--- config.mk ---
export PLATFORM = sky130hd
export DESIGN_NAME = sr_latch_driver
export DESIGN_NICKNAME = d
export VERILOG_FILES = /design/src/rtl/sr_pkg.sv /design/src/rtl/sr_cycle_timer.sv /design/src/rtl/sr_latch_driver.sv
export SDC_FILE = /design/constraint.sdc
export NUM_CORES = 1
export LEC_CHECK = 0
export ABC_CLOCK_PERIOD_IN_PS = 1300
export BUFFER_PORTS_ARGS = -buffer_cell sky130_fd_sc_hd__buf_2
export CAP_MARGIN = 10
export CORE_MARGIN = 2
export CORE_UTILIZATION = 32
export CTS_CLUSTER_SIZE = 16
export DETAILED_ROUTE_END_ITERATION = 8
export GPL_TIMING_DRIVEN = 0
export PLACE_DENSITY = 0.59
export SLEW_MARGIN = 25
export SYNTH_ARGS = -nofsm -noshare
export SYNTH_HDL_FRONTEND = slang
export SYNTH_SLANG_ARGS = --single-unit
--- constraint.sdc ---
create_clock -name clk -period 1.3 [get_ports clk]
set_input_delay 0.26 -clock clk [delete_from_list [all_inputs] [get_ports clk]]
set_output_delay 0.26 -clock clk [all_outputs]
set_load 0.02 [all_outputs]
--- src/rtl/sr_pkg.sv ---
// Shared definitions for the SR latch driver: command codes, FSM states and
// the width of the per-state cycle counter.
package sr_pkg;

   localparam int CNT_W = 4;

   typedef enum logic [1:0] {
      OP_HOLD   = 2'b00,
      OP_SET    = 2'b01,
      OP_RESET  = 2'b10,
      OP_TOGGLE = 2'b11
   } op_e;

   typedef enum logic [1:0] {
      ST_IDLE  = 2'b00,
      ST_PULSE = 2'b01,
      ST_GAP   = 2'b10,
      ST_CHECK = 2'b11
   } state_e;

endpackage

--- src/rtl/sr_cycle_timer.sv ---
// Down-counter reloaded on each state entry; done marks the last cycle of the
// current state. The counter holds at zero instead of wrapping.
module sr_cycle_timer
   import sr_pkg::*;
(
   input  logic             clk,
   input  logic             rst_n,
   input  logic             load,
   input  logic [CNT_W-1:0] value,
   output logic             done
);

   logic [CNT_W-1:0] count_q;
   logic [CNT_W-1:0] count_d;

   always_comb begin
      count_d = count_q;
      if (load) begin
         count_d = value;
      end else if (count_q != '0) begin
         count_d = count_q - CNT_W'(1);
      end
   end

   always_ff @(posedge clk) begin
      if (!rst_n) begin
         count_q <= '0;
      end else begin
         count_q <= count_d;
      end
   end

   assign done = (count_q == '0);

endmodule

--- src/rtl/sr_latch_driver.sv ---
// Drives a gated SR latch with timed set/reset pulses, tracks the expected
// latch state and flags any mismatch with the latch feedback.
module sr_latch_driver
   import sr_pkg::*;
#(
   parameter int PULSE_LEN = 2,
   parameter int GAP_LEN   = 1
) (
   input  logic       clk,
   input  logic       rst_n,
   input  logic       req_valid,
   input  logic [1:0] req_op,
   output logic       req_ready,
   output logic       s,
   output logic       r,
   output logic       enable,
   input  logic       q,
   output logic       q_exp,
   output logic       err
);

   // The timer holds (length - 1) so that done is high in the final cycle.
   localparam logic [CNT_W-1:0] PULSE_LOAD = CNT_W'(PULSE_LEN - 1);
   localparam logic [CNT_W-1:0] GAP_LOAD   = CNT_W'(GAP_LEN - 1);

   state_e           state_q, state_d;
   logic             target_q, target_d;
   logic             q_exp_q, q_exp_d;
   logic             err_q, err_d;
   logic             s_q, s_d;
   logic             r_q, r_d;
   logic             enable_q, enable_d;
   logic             ready_q, ready_d;
   logic             timer_load;
   logic [CNT_W-1:0] timer_value;
   logic             timer_done;
   logic             start;

   sr_cycle_timer u_timer (
      .clk   (clk),
      .rst_n (rst_n),
      .load  (timer_load),
      .value (timer_value),
      .done  (timer_done)
   );

   always_comb begin
      state_d     = state_q;
      target_d    = target_q;
      q_exp_d     = q_exp_q;
      err_d       = err_q;
      timer_load  = 1'b0;
      timer_value = '0;
      start       = 1'b0;

      case (state_q)
         ST_IDLE: begin
            if (req_valid) begin
               case (op_e'(req_op))
                  OP_SET: begin
                     target_d = 1'b1;
                     start    = 1'b1;
                  end
                  OP_RESET: begin
                     target_d = 1'b0;
                     start    = 1'b1;
                  end
                  OP_TOGGLE: begin
                     target_d = ~q_exp_q;
                     start    = 1'b1;
                  end
                  default: begin
                     start    = 1'b0;
                  end
               endcase
            end
            if (start) begin
               state_d     = ST_PULSE;
               timer_load  = 1'b1;
               timer_value = PULSE_LOAD;
            end
         end
         ST_PULSE: begin
            if (timer_done) begin
               state_d     = ST_GAP;
               q_exp_d     = target_q;
               timer_load  = 1'b1;
               timer_value = GAP_LOAD;
            end
         end
         ST_GAP: begin
            if (timer_done) begin
               state_d = ST_CHECK;
            end
         end
         ST_CHECK: begin
            if (q != q_exp_q) begin
               err_d = 1'b1;
            end
            state_d = ST_IDLE;
         end
         default: begin
            state_d = ST_IDLE;
         end
      endcase

      // Outputs are decoded from the next state so they register with it;
      // s and r are mutually exclusive and gated by enable by construction.
      enable_d = (state_d == ST_PULSE);
      s_d      = enable_d & target_d;
      r_d      = enable_d & ~target_d;
      ready_d  = (state_d == ST_IDLE);
   end

   always_ff @(posedge clk) begin
      if (!rst_n) begin
         state_q  <= ST_IDLE;
         target_q <= 1'b0;
         q_exp_q  <= 1'b0;
         err_q    <= 1'b0;
         s_q      <= 1'b0;
         r_q      <= 1'b0;
         enable_q <= 1'b0;
         ready_q  <= 1'b1;
      end else begin
         state_q  <= state_d;
         target_q <= target_d;
         q_exp_q  <= q_exp_d;
         err_q    <= err_d;
         s_q      <= s_d;
         r_q      <= r_d;
         enable_q <= enable_d;
         ready_q  <= ready_d;
      end
   end

   assign req_ready = ready_q;
   assign s         = s_q;
   assign r         = r_q;
   assign enable    = enable_q;
   assign q_exp     = q_exp_q;
   assign err       = err_q;

endmodule

## Word-level counts from Yosys, hierarchy flattened

Index checks and enable logic that the tools add are counted.

| storage, ports and cells | value |
|---|---|
| output and inout port bits | 6 |
| input bits | 6 |
| register bits after elaboration | 13 |
| word-level logic and storage cells | 47 |

| cells by class | value |
|---|---|
| muxes and demuxes | 17 |
| eq/ne operators | 8 |
| add/sub/neg operators | 1 |
| reduce and logical (&&, ||, !) cells | 8 |
| bitwise gates (word level) | 4 |

Operators with widths:

| kind | number |
|---|---|
| two-way mux 1 bit | 9 |
| equality test 2 bit, second input constant | 4 |
| two-way mux 4 bit | 2 |
| one-hot mux 2 bit (4 select lines) | 1 |
| equality test 2 x 1 -> 1 bit, second input constant | 3 |
| two-way mux 2 bit | 3 |
| logical NOT 2 bit | 2 |
| logical NOT 4 bit | 1 |
| AND reduction 2 bit | 2 |
| nonzero test 4 bit | 1 |
| subtractor 4 x 1 -> 4 bit, second input constant | 1 |
| one-hot mux 1 bit (3 select lines) | 1 |
| OR reduction 3 bit | 1 |
| bitwise AND 1 bit | 2 |
| NOT 1 bit | 2 |
| one-hot mux 1 bit (2 select lines) | 1 |
| nonzero test 2 bit | 1 |
| != test 1 bit | 1 |

## Depth between registers and ports, before layout

Gate-level depths: netlist (run 1).

| depth | value |
|---|---|
| depth in word-level cells | 9 |
| mapped depth | 5 |
| gate-level depth less buffers | 5 |

## By module

From an unflattened synthesis (run 1), not the netlist that was laid out.

| second synthesis, totals | value |
|---|---|
| cells, all modules | 63 |
| area, all modules | 605.6 um^2 |

By module, submodules not included:

| module | times used | cells an instance | sequential area each (um^2) | area each (um^2) |
|---|---|---|---|---|
| sr_latch_driver | 1 | 40 | 180.2 | 375.4 |
| sr_cycle_timer | 1 | 23 | 80.1 | 230.2 |

## Worst setup path after synthesis (run 1)

Ideal clock, no wire load.

| timing path | value |
|---|---|
| kind | register to register |
| start | register u_timer.count_q[0] |
| end | register u_timer.count_q[1] |
| clock period less this slack | 1.339 ns |
| buffers on the path | 0 |
| required time | 1.242 ns |
| slack | -0.039 ns |
| setup time | 0.058 ns |
| cell stages (with the launch flop) | 6 |
| data arrival time | 1.281 ns |
| cell sequence | dfxtp_1 inv_1 ha_1 or3b_1 nor3_1 o221a_2 |

| on the way | value |
|---|---|
| longest elaborated chain between the ends | 4 |
| elaborated cells between the ends (all ways) | 8 |
| those cells by class | add/sub (1); mux (4); reduce/logical (3) |

RTL lines:

| item | line | RTL |
|---|---|---|
| start, declared | sr_cycle_timer.sv:13 | `logic [CNT_W-1:0] count_q;` |
| start signal, assigned | sr_cycle_timer.sv:29 | `count_q <= count_d;` |
| branches (longest 4 deep; another with subtractor 4 x 1 -> 4 bit) | -- |  |

Several ways; the timed one is not identified. The select of a mux whose other input is x is not followed.
A chain may end at the register's enable or synchronous reset.

## Worst setup path after layout (run 1)

| timing path | value |
|---|---|
| start | register state_q[0] |
| end | register r_q, in the netlist r |

| on the way | value |
|---|---|
| longest elaborated chain between the ends | 4 |
| elaborated cells between the ends (all ways) | 12 |
| those cells by class | eq/ne (4); mux (5); bitwise (2); reduce/logical (1) |

RTL lines:

| item | line | RTL |
|---|---|---|
| start, declared | sr_latch_driver.sv:26 | `state_e state_q, state_d;` |
| start signal, assigned | sr_latch_driver.sv:126 | `state_q <= state_d;` |
| equality test 2 bit, or another cell as far along | sr_latch_driver.sv:56 | `case (state_q)` |
| one-hot mux 2 bit (4 select lines) / two-way mux 1 bit (equally long branches) | sr_latch_driver.sv:56 |  |
| equality test 2 x 1 -> 1 bit / NOT 1 bit (equally long branches) | sr_latch_driver.sv:109, sr_latch_driver.sv:111 |  |
| bitwise AND 1 bit * | sr_latch_driver.sv:111 | `r_d = enable_d & ~target_d;` |
| end signal, assigned | sr_latch_driver.sv:131 | `r_q <= r_d;` |
| end, declared | sr_latch_driver.sv:31 | `logic r_q, r_d;` |

Mark *: on every way between the ends. The rest lies on a longest branch, timed or not.

==> impl_metrics.toml, run 1 <==
[run_status]
run_status = "finished, violations left"
violations = "setup timing"

[synth]
ys_seq_area_frac = 0.4444
synth.distinct_cells = 29
synthSimpleGateAreaFrac = 0.2479
ys_warn_count = 0
synth-compound-area-share = 0.1944
muxShareOfSynthArea = 0
synth_xor_area_frac = 0.04487
syn_avg_cell_area_um2 = 9.759
synth_top_family_by_area = "simple AND/OR/NAND/NOR gates"
netlist_area_um2 = 585.6
syn_inst = 60
synth-adder-area-share = 0.04274
ys_seq_elements = 13
synthesis.nets = 68

[clock_tree]
cts.sinks = 13
cts_tree = "done"
cts_made_buffers = 3
root_buffer = "clkbuf_4"
path_clk_slew_ps = 80
h-tree-depth = 1
cts_buffer_depth = 2
hold_buffers = 0
clock_latency_ps = 270

[floorplan]
ios = 12
num_rows = 15
die_h_um = 46.78
core-area_um2 = 1727
die_area_um2 = 2188
die_w_um = 46.78
start_util = 0.3391

[hold_path]
worstHoldPathCells = 2
min_to = "s$_SDFF_PN0_"
hold_start = "rst_n"
hold_class = "input port to flop"

[worst_setup_path]
crit_type = "flop to flop"
arrival_ps = 1530
rr_worst_depth = 3
cp.required_ps = 1470
end_kind = "flop"
reg2reg_slack_ps = -60
path_max_fanout = 5
worstReg2RegEnd = "r$_SDFF_PN0_"
critPathLaunchType = "flop"
r2r-start = "state_q[0]$_SDFF_PN0_"

[timing]
fin_skew_ps = 1.076
grt_setup_unrepaired = "yes"
setup_violations = 7
hold_viol = 0
slew_violations = 0
fmax_ghz = 0.7342
setup_slack_ps = -62.07
relSlewSlack = 0.7159
worst_pin_slew_ps = 426.2
layout_worst_path_cycle_share = 1.048
fin_crit_ps = 1362

[final_layout]
diodes = 0
area_growth_syn_to_layout_pct = 43.16
nets = 90
layout-drive-gt1-share = 0.5309
final_util = 0.4855
n_fill_cell = 169
multi_input_area_um2 = 394.1
seq_area_um2 = 267.8

[place]
gp_congestion = 0.7243
hpwl_um = 839.8
dp_slack_ps = -125.5
io_buffers = 11

[run]
drv_cap = 0

[pwr]
p_per_area_nw_per_um2 = 2377
vdd_drop_max_mv = 0.9805
total_power_mw = 1.993
power_leakage_nw = 0.3319

[global_route]
grt_usage = 0.1435
grt_max_degree = 11
grt_pass1_vias = 471
antenna_found_initial = 0
grt_first_pass_wirelength_mm = 2.083
overflow = 0

[drt]
remaining_drc_errors = 0
ant_nets = 0
first_iter_violations = 5
post_drt_wl_per_cell_um = 12.53
vias = 520
drt_pass1_iterations = 4
vias_per_cell = 4.906
finalWirelength_mm = 1.328
## cells in the mapped netlist
master,number,area share
nor2b_1,4,0.043
inv_1,3,0.019
nor3b_2,1,0.021
nand3_1,2,0.017
or3b_1,1,0.015
or3b_4,1,0.019
nand2b_1,1,0.011
o31a_1,2,0.030
o21ai_0,2,0.017
o21a_1,1,0.013
o31ai_1,1,0.013
xor2_1,1,0.015
a21oi_1,1,0.0085
or3b_2,1,0.015
a21boi_1,2,0.026
clkbuf_1,1,0.0064
a31oi_1,1,0.011
o22ai_1,1,0.011
o2111a_1,1,0.019
o221a_2,1,0.019
ha_1,2,0.043
and2_1,1,0.011
dfxtp_1,13,0.44
nor2_1,5,0.032
nor3_1,4,0.034
a211o_1,1,0.015
a21boi_0,1,0.013
xnor2_1,2,0.030
nor4b_1,2,0.030
## sequential cells by signal, summed over array words and instances (netlist names)
register,count
u_timer.count_q,4
state_q,2
enable,1
err,1
q_exp,1
r,1
req_ready,1
s,1
target_q,1
## how the worst max path moves through the flow
stage / start / endpoint / depth (start not counted)
after floorplan: u_timer.count_q[0]$_SDFFE_PN0P_ / u_timer.count_q[1]$_SDFFE_PN0P_ / 5
after global placement: u_timer.count_q[0]$_SDFFE_PN0P_ / state_q[0]$_SDFF_PN0_ / 5
after detailed placement: state_q[1]$_SDFF_PN0_ / req_ready$_SDFF_PN1_ / 3
after CTS: u_timer.count_q[0]$_SDFFE_PN0P_ / u_timer.count_q[1]$_SDFFE_PN0P_ / 5
after global routing: u_timer.count_q[1]$_SDFFE_PN0P_ / u_timer.count_q[1]$_SDFFE_PN0P_ / 5
final: state_q[0]$_SDFF_PN0_ / r$_SDFF_PN0_ / 3
## final cells by class
| class | count | area share |
|---|---|---|
| Inverter | 3 | 0.01343 |
| Buffer | 1 | 0.004478 |
| Clock buffer | 4 | 0.03134 |
| Tap cell | 25 | 0.03731 |
| Timing Repair Buffer | 17 | 0.1239 |
| Sequential cell | 13 | 0.3194 |
| Multi-Input combinational cell | 43 | 0.4701 |
## timing repair
item                                    CTS  global route
resized for setup                         9            14
endpoints found under the setup margin   11            11
setup buffers                             4             3
pin swaps                                 4             9
## logic make-up after synthesis
logic type      after synthesis
simple gates                 23
xor+xnor                      3
fa+ha+maj                     2
compound gates               15
flops                        13
buf+inv                       4
## metrics by stage
| stage | TNS, ps | area (um2) | cells | hold slack, ps |
|---|---|---|---|---|
| floorplan | -32.97 | 594.3 | 60 | 413.2 |
| global placement | -789.6 | 680.7 | 96 | 471.5 |
| detailed placement | -843.1 | 680.7 | 96 | 495.1 |
| CTS | -112.9 | 764.5 | 104 | 255.3 |
| global route | -502.8 | 838.3 | 106 | 264.0 |
| finish | -210.4 | 838.3 | 106 | 269.1 |
## power by group
group | total (mW) | switching, mW | leakage (nW) | internal [mW]
combinational | 1.11 | 0.530 | 0.209 | 0.577
clock | 0.251 | 0.132 | 0.0150 | 0.119
sequential | 0.636 | 0.111 | 0.108 | 0.524
## critical path: stages (launching register included)
cell,delay (ps)
dfxtp_4,360
or3b_4,440
a211o_1,330
o2111a_1,130
## layer usage
layer / vias to the layer above / track usage / wire length [um]
met4: 0 / 0.1333 / 31
met2: 7 / 0.2055 / 603
met5: - / 0 / 0
li1: 263 / - / -
met1: 248 / 0.1773 / 660
met3: 2 / 0.03077 / 31
## layout by cell type, fill, tap and decap left out, types with 3 or more instances in the layout
cell type and count:
buf_4 5, nor2b_1 3, dfxtp_2 3, dfxtp_1 9, buf_2 11, clkbuf_4 3, nor2_1 3
No activity file was read; power rests on OpenSTA's default activity.
==> inputs of run 2 (changes only) <==
--- a/config.mk
+++ b/config.mk
@@ -17,4 +17,6 @@
 export SLEW_MARGIN = 25
 export SYNTH_ARGS = -nofsm -noshare
 export SYNTH_HDL_FRONTEND = slang
+export SYNTH_HIERARCHICAL = 1
 export SYNTH_SLANG_ARGS = --single-unit
+export TNS_END_PERCENT = 50
==> run 2 against run 1 <==
Net effect: the flow still finishes with violations (setup timing); area after synthesis grew 3.4%; core utilization shrank 1.4 points; combinational power shrank 18%; sequential share of layout area is essentially flat; critical path type unchanged; largest cell class unchanged; largest power group unchanged.
==> impl_metrics.toml, run 2 <==
[hold_path]
hold_class = "input port to flop"
hold_start = "req_op[0]"
worstHoldPathCells = 3
min_to = "s$_SDFF_PN0_"

[synth]
synth_edf_count = 0
synth-adder-area-share = 0.02066
netlist.top_cell.by_area = "dfxtp_1"
synth_top_family_by_area = "simple AND/OR/NAND/NOR gates"
synth-async-reset-ratio = 0
syn_inst = 63
netlist_area_um2 = 605.6
ys_seq_elements = 13
ys_warn_count = 6
muxShareOfSynthArea = 0.05165
synth_xor_area_frac = 0.04339
synthSimpleGateAreaFrac = 0.2190
synth_most_common_cell = "dfxtp_1"
synth-compound-area-share = 0.1860
synth_ff_type = "dfxtp_1"
ys_seq_area_frac = 0.4298
synth.distinct_cells = 32
synth_area_leaders = "dfxtp_1 43%, mux2i_1 3.3%, nor3b_4 3.1%"
synth_top_area_share = 0.4298
synth_commonest_cells = "13 x dfxtp_1, 4 x inv_1, 4 x nor2_1"
syn_avg_cell_area_um2 = 9.612

[floorplan]
die_w_um = 47.50
num_rows = 15
core-area_um2 = 1745
start_util = 0.3470
die_h_um = 47.50
ios = 12
die_area_um2 = 2256

[worst_setup_path]
arrival_ps = 1620
startpoint = "u_timer/count_q[0]$_SDFFE_PN0P_"
path_max_fanout = 6
path_cells = "inv_2, ha_4, nor3b_4, nand2_2, o21a_1, nor2_4, nand2b_4, o21ai_1"
end_kind = "flop"
cp.required_ps = 1480
crit_type = "flop to flop"
critPathLaunchType = "flop"
worstReg2RegEnd = "u_timer/count_q[0]$_SDFFE_PN0P_"
reg2reg_slack_ps = -140
slowest_delay_ps = 330
rr_worst_depth = 8
r2r-start = "u_timer/count_q[0]$_SDFFE_PN0P_"
crit_slowest_cell = "dfxtp_2"

[drt]
remaining_drc_errors = 0
vias_per_cell = 4.549
post_drt_wl_per_cell_um = 10.37
first_iter_violations = 7
finalWirelength_mm = 1.172
drt_pass1_iterations = 2
vias = 514
ant_nets = 0

[final_layout]
diodes = 0
layout-drive-gt1-share = 0.4318
final_cell_mix = "11 x dfxtp_1, 11 x buf_2, 8 x buf_4"
top_register = "u_timer/count_q"
reg_top3 = "u_timer/count_q x4, state_q x2"
largest_register_ffs = 4
area_growth_syn_to_layout_pct = 35.95
final_util = 0.4717
nets = 96

[clock_tree]
cts_made_buffers = 3
cts_tree = "done"
root_buffer = "clkbuf_4"
h-tree-depth = 1
path_clk_slew_ps = 80
hold_buffers = 0
cts.sinks = 13
clock_latency_ps = 280
cts_buffer_depth = 2

[run]
drv_cap = 0

[timing]
grt_setup_unrepaired = "yes"
setup_violations = 6
layout_worst_path_cycle_share = 1.105
hold_slack_ps = 310.5
fmax_ghz = 0.6958
fin_skew_ps = 4.007
hold_viol = 0
slew_violations = 0
setup_slack_ps = -137.1
fin_crit_ps = 1437

[global_route]
grt_pass1_vias = 411
grt_usage = 0.1267
overflow = 0
grt_first_pass_wirelength_mm = 1.869
antenna_found_initial = 0
grt_max_degree = 12

[place]
hpwl_um = 803.7
dp_slack_ps = -378.1
gp_congestion = 0.7336
io_buffers = 11

[pwr]
power_leakage_nw = 0.3693
vdd_drop_max_mv = 1.018
total_power_mw = 1.767
p_per_area_nw_per_um2 = 2147

[run_status]
violations = "setup timing"
run_status = "finished, violations left"
run 2: changes by cell type after synthesis, sizes merged, moves of 2 or more:
cell	change
nor4b	-2
nor3	-3
o31a	-2
nand4	+2
o21ai	+4
or3b	-3
nand2	+3
nor2b	-3
mux2i	+2
run 2: cell type report:
cell class / instances / area [um2]
Tap cell: 25 / 31.28
Sequential cell: 13 / 262.8
Timing Repair Buffer: 19 / 115.1
Multi-Input combinational cell: 47 / 361.6
Inverter: 4 / 15.01
Fill cell: 176 / 922.1
Buffer: 1 / 11.26
Clock buffer: 4 / 26.28
run 2: metrics by stage:
| step | cell area (um2) | setup TNS (ps) | std cells |
|---|---|---|---|
| after floorplan | 645.6 | -774.5 | 65 |
| after global placement | 732.0 | -1644 | 101 |
| after detailed placement | 732.0 | -1840 | 101 |
| after CTS | 815.8 | -611.7 | 112 |
| after global routing | 823.3 | -1511 | 113 |
| final | 823.3 | -627.2 | 113 |
run 2: worst max-delay path, delay by kind of cell (launching register included):
kind / cells / cell delay (ps)
buf+inv: 1 / 60
flops: 1 / 330
simple gates: 4 / 610
fa+ha+maj: 1 / 120
compound gates: 2 / 200
run 2: timing repair:
item / in CTS / in global routing
cloned: 0 / 0
buffers inserted: 7 / 1
gates resized for setup: 1 / 1
setup endpoints to repair: 9 / 10
pin swaps: 2 / 0
run 2: logic make-up after synthesis:
family          count (synthesis)
compound gates                 16
xor+xnor                        3
fa+ha+maj                       1
buf+inv                         5
flops                          13
mux                             3
other cells                     1
simple gates                   21
run 2: how the worst max path moves through the flow:
stage	cells after the start	end	slack, ps
floorplan	8	u_timer/count_q[3]$_SDFFE_PN0P_	-200
global placement	8	u_timer/count_q[3]$_SDFFE_PN0P_	-360
global route	8	u_timer/count_q[0]$_SDFFE_PN0P_	-230
detailed placement	8	u_timer/count_q[3]$_SDFFE_PN0P_	-380
CTS	8	u_timer/count_q[0]$_SDFFE_PN0P_	-140
finish	8	u_timer/count_q[0]$_SDFFE_PN0P_	-140
run 2: power by group:
part	switching (mW)	internal, mW	leakage [nW]
registers	0.0934	0.510	0.108
clock network	0.138	0.119	0.0150
logic	0.408	0.499	0.247
total	0.639	1.13	0.369
run 2: metal layers:
layer,global-route usage,wire length (um),up-vias
met5,0,0,-
met4,0.08333,29,0
met3,0.05660,40,4
met2,0.1703,501,10
met1,0.1617,600,229
li1,-,-,271
==> inputs of run 3 (changes only) <==
--- a/config.mk
+++ b/config.mk
@@ -17,6 +17,5 @@
 export SLEW_MARGIN = 25
 export SYNTH_ARGS = -nofsm -noshare
 export SYNTH_HDL_FRONTEND = slang
-export SYNTH_HIERARCHICAL = 1
 export SYNTH_SLANG_ARGS = --single-unit
 export TNS_END_PERCENT = 50
==> run 3 against run 2 <==
Net effect: the flow still finishes with violations (setup timing); flip-flop and latch count unchanged; total power is 4.8% higher; register-to-register slack gained 80 ps; worst setup slack improved by 77 ps; sequential share of layout area increased by 1.2 points; fmax rose by 5.7%; design area decreased by 2.6%; clock-buffer cell count is the same; core utilization fell by 0.72 points; largest power group unchanged.
==> impl_metrics.toml, run 3 (synthesis gave the netlist of run 1 again) <==
[run_status]
run_status = "finished, violations left"
violations = "setup timing"

[worst_setup_path]
critPathLaunchType = "flop"
path_max_fanout = 5
cp.required_ps = 1530
arrival_ps = 1590
path_cells = "inv_2, ha_4, or3b_4, o22ai_1, o2111a_1"
end_kind = "flop"
startpoint = "u_timer.count_q[1]$_SDFFE_PN0P_"
cp_top_family = "simple AND/OR/NAND/NOR gates"
crit_type = "flop to flop"
crit_slowest_cell = "or3b_4"
slowest_delay_ps = 410
r2r-start = "u_timer.count_q[1]$_SDFFE_PN0P_"
crit_buf_inv = 1

[global_route]
grt_max_degree = 11
grt_pass1_vias = 471
grt_first_pass_wirelength_mm = 2.083
overflow = 0
antenna_found_initial = 0
grt_usage = 0.1435

[place]
gp_congestion = 0.7243
dp_slack_ps = -125.5
hpwl_um = 839.8
io_buffers = 11
post_dp_cell_area_um2 = 680.7

[final_layout]
layout-drive-gt1-share = 0.4875
fin_area_um2 = 802.0
top_register = "u_timer.count_q"
area_growth_syn_to_layout_pct = 36.97
seq_area_um2 = 265.3
final_cell_mix = "11 x buf_2, 9 x dfxtp_1, 5 x buf_4"
n_fill_cell = 171
diodes = 0
multi_input_area_um2 = 371.6
reg_top3 = "u_timer.count_q x4, state_q x2"
largest_register_ffs = 4
layout_commonest_cell = "buf_2"
nets = 89

[timing]
hold_viol = 0
worst_pin_slew_ps = 413.1
grt_setup_unrepaired = "yes"
relSlewSlack = 0.7246
fmax_ghz = 0.7352
hold_slack_ps = 255.9
layout_worst_path_cycle_share = 1.046
slew_violations = 0
fin_crit_ps = 1360
fin_skew_ps = 2.598
setup_slack_ps = -60.08
tns_ps = -140.4
setup_violations = 5

[hold_path]
hold_class = "input port to flop"
hold_start = "rst_n"

[clock_tree]
clock_latency_ps = 280
cts_made_buffers = 3
cts_buffer_depth = 2
cts_tree = "done"
hold_buffers = 0
path_clk_slew_ps = 80
h-tree-depth = 1
cts.sinks = 13
root_buffer = "clkbuf_4"

[floorplan]
die_w_um = 46.78
die_area_um2 = 2188
start_util = 0.3391
die_h_um = 46.78
num_rows = 15
ios = 12
core-area_um2 = 1727

[pwr]
vdd_drop_max_mv = 0.8836
p_per_area_nw_per_um2 = 2309
power_leakage_nw = 0.3166

[drt]
vias_per_cell = 5.076
drt_pass1_iterations = 4
finalWirelength_mm = 1.298
post_drt_wl_per_cell_um = 12.36
wl_met2_um = 565
first_iter_violations = 15
vias = 533
remaining_drc_errors = 0
drt-met1-wl_um = 590
wl_met3_um = 90
top_layer_used = "met4"
ant_nets = 0

[run]
drv_cap = 0
run 3: cell types whose count changed in the layout (fill, tap and decap cells not counted), sizes merged, moves of 2 or more:
cell	previous run	this run
o21ai	6	2
nand4	2	0
mux2i	2	0
conb	3	0
nor3	1	4
nand2	3	0
nor2b	1	4
buf	20	16
or3b	0	3
o31a	0	2
nor4b	0	2
run 3: stage by stage:
stage / power [mW] / cells / utilization
2_1_floorplan: 1.190 / 60 / -
3_3_place_gp: 1.349 / 96 / 0.3942
3_5_place_dp: 1.350 / 96 / 0.3942
4_1_cts: 1.754 / 104 / 0.4428
5_1_grt: 1.974 / 105 / 0.4645
6_report: 1.852 / 105 / 0.4645
run 3: cell type report:
type	count	share of cell area
sequential	13	0.3307
buffer	1	0.004680
multi-input combinational	43	0.4633
inverter	3	0.01404
timing repair buffer	16	0.1154
clock buffer	4	0.03276
tap	25	0.03900
run 3: report_power, final:
group	total, mW	internal [mW]	switching [mW]
Combinational	0.963	0.473	0.490
Sequential	0.629	0.521	0.108
Clock	0.259	0.119	0.140
Total	1.85	1.11	0.737
run 3: path summary, 6_finish.rpt:
| check | to | slack (ps) | depth (start not counted) |
|---|---|---|---|
| hold / removal | s$_SDFF_PN0_ | 260 | 2 |
| setup / recovery | r$_SDFF_PN0_ | -60 | 5 |
| setup reg to reg | r$_SDFF_PN0_ | -60 | 5 |
| hold reg to reg | err$_SDFFE_PN0P_ | 510 | 2 |
run 3: what timing repair did:
action	in CTS	in global routing
setup buffers	4	1
setup endpoints to repair	11	11
pin swaps	4	6
gates resized for setup	9	8
endpoints found under the hold margin	0	0
run 3: metal layers:
layer / global-route usage / vias up
met5: 0 / -
met4: 0.1333 / 0
met3: 0.03077 / 4
met2: 0.2055 / 21
met1: 0.1773 / 248
li1: - / 260
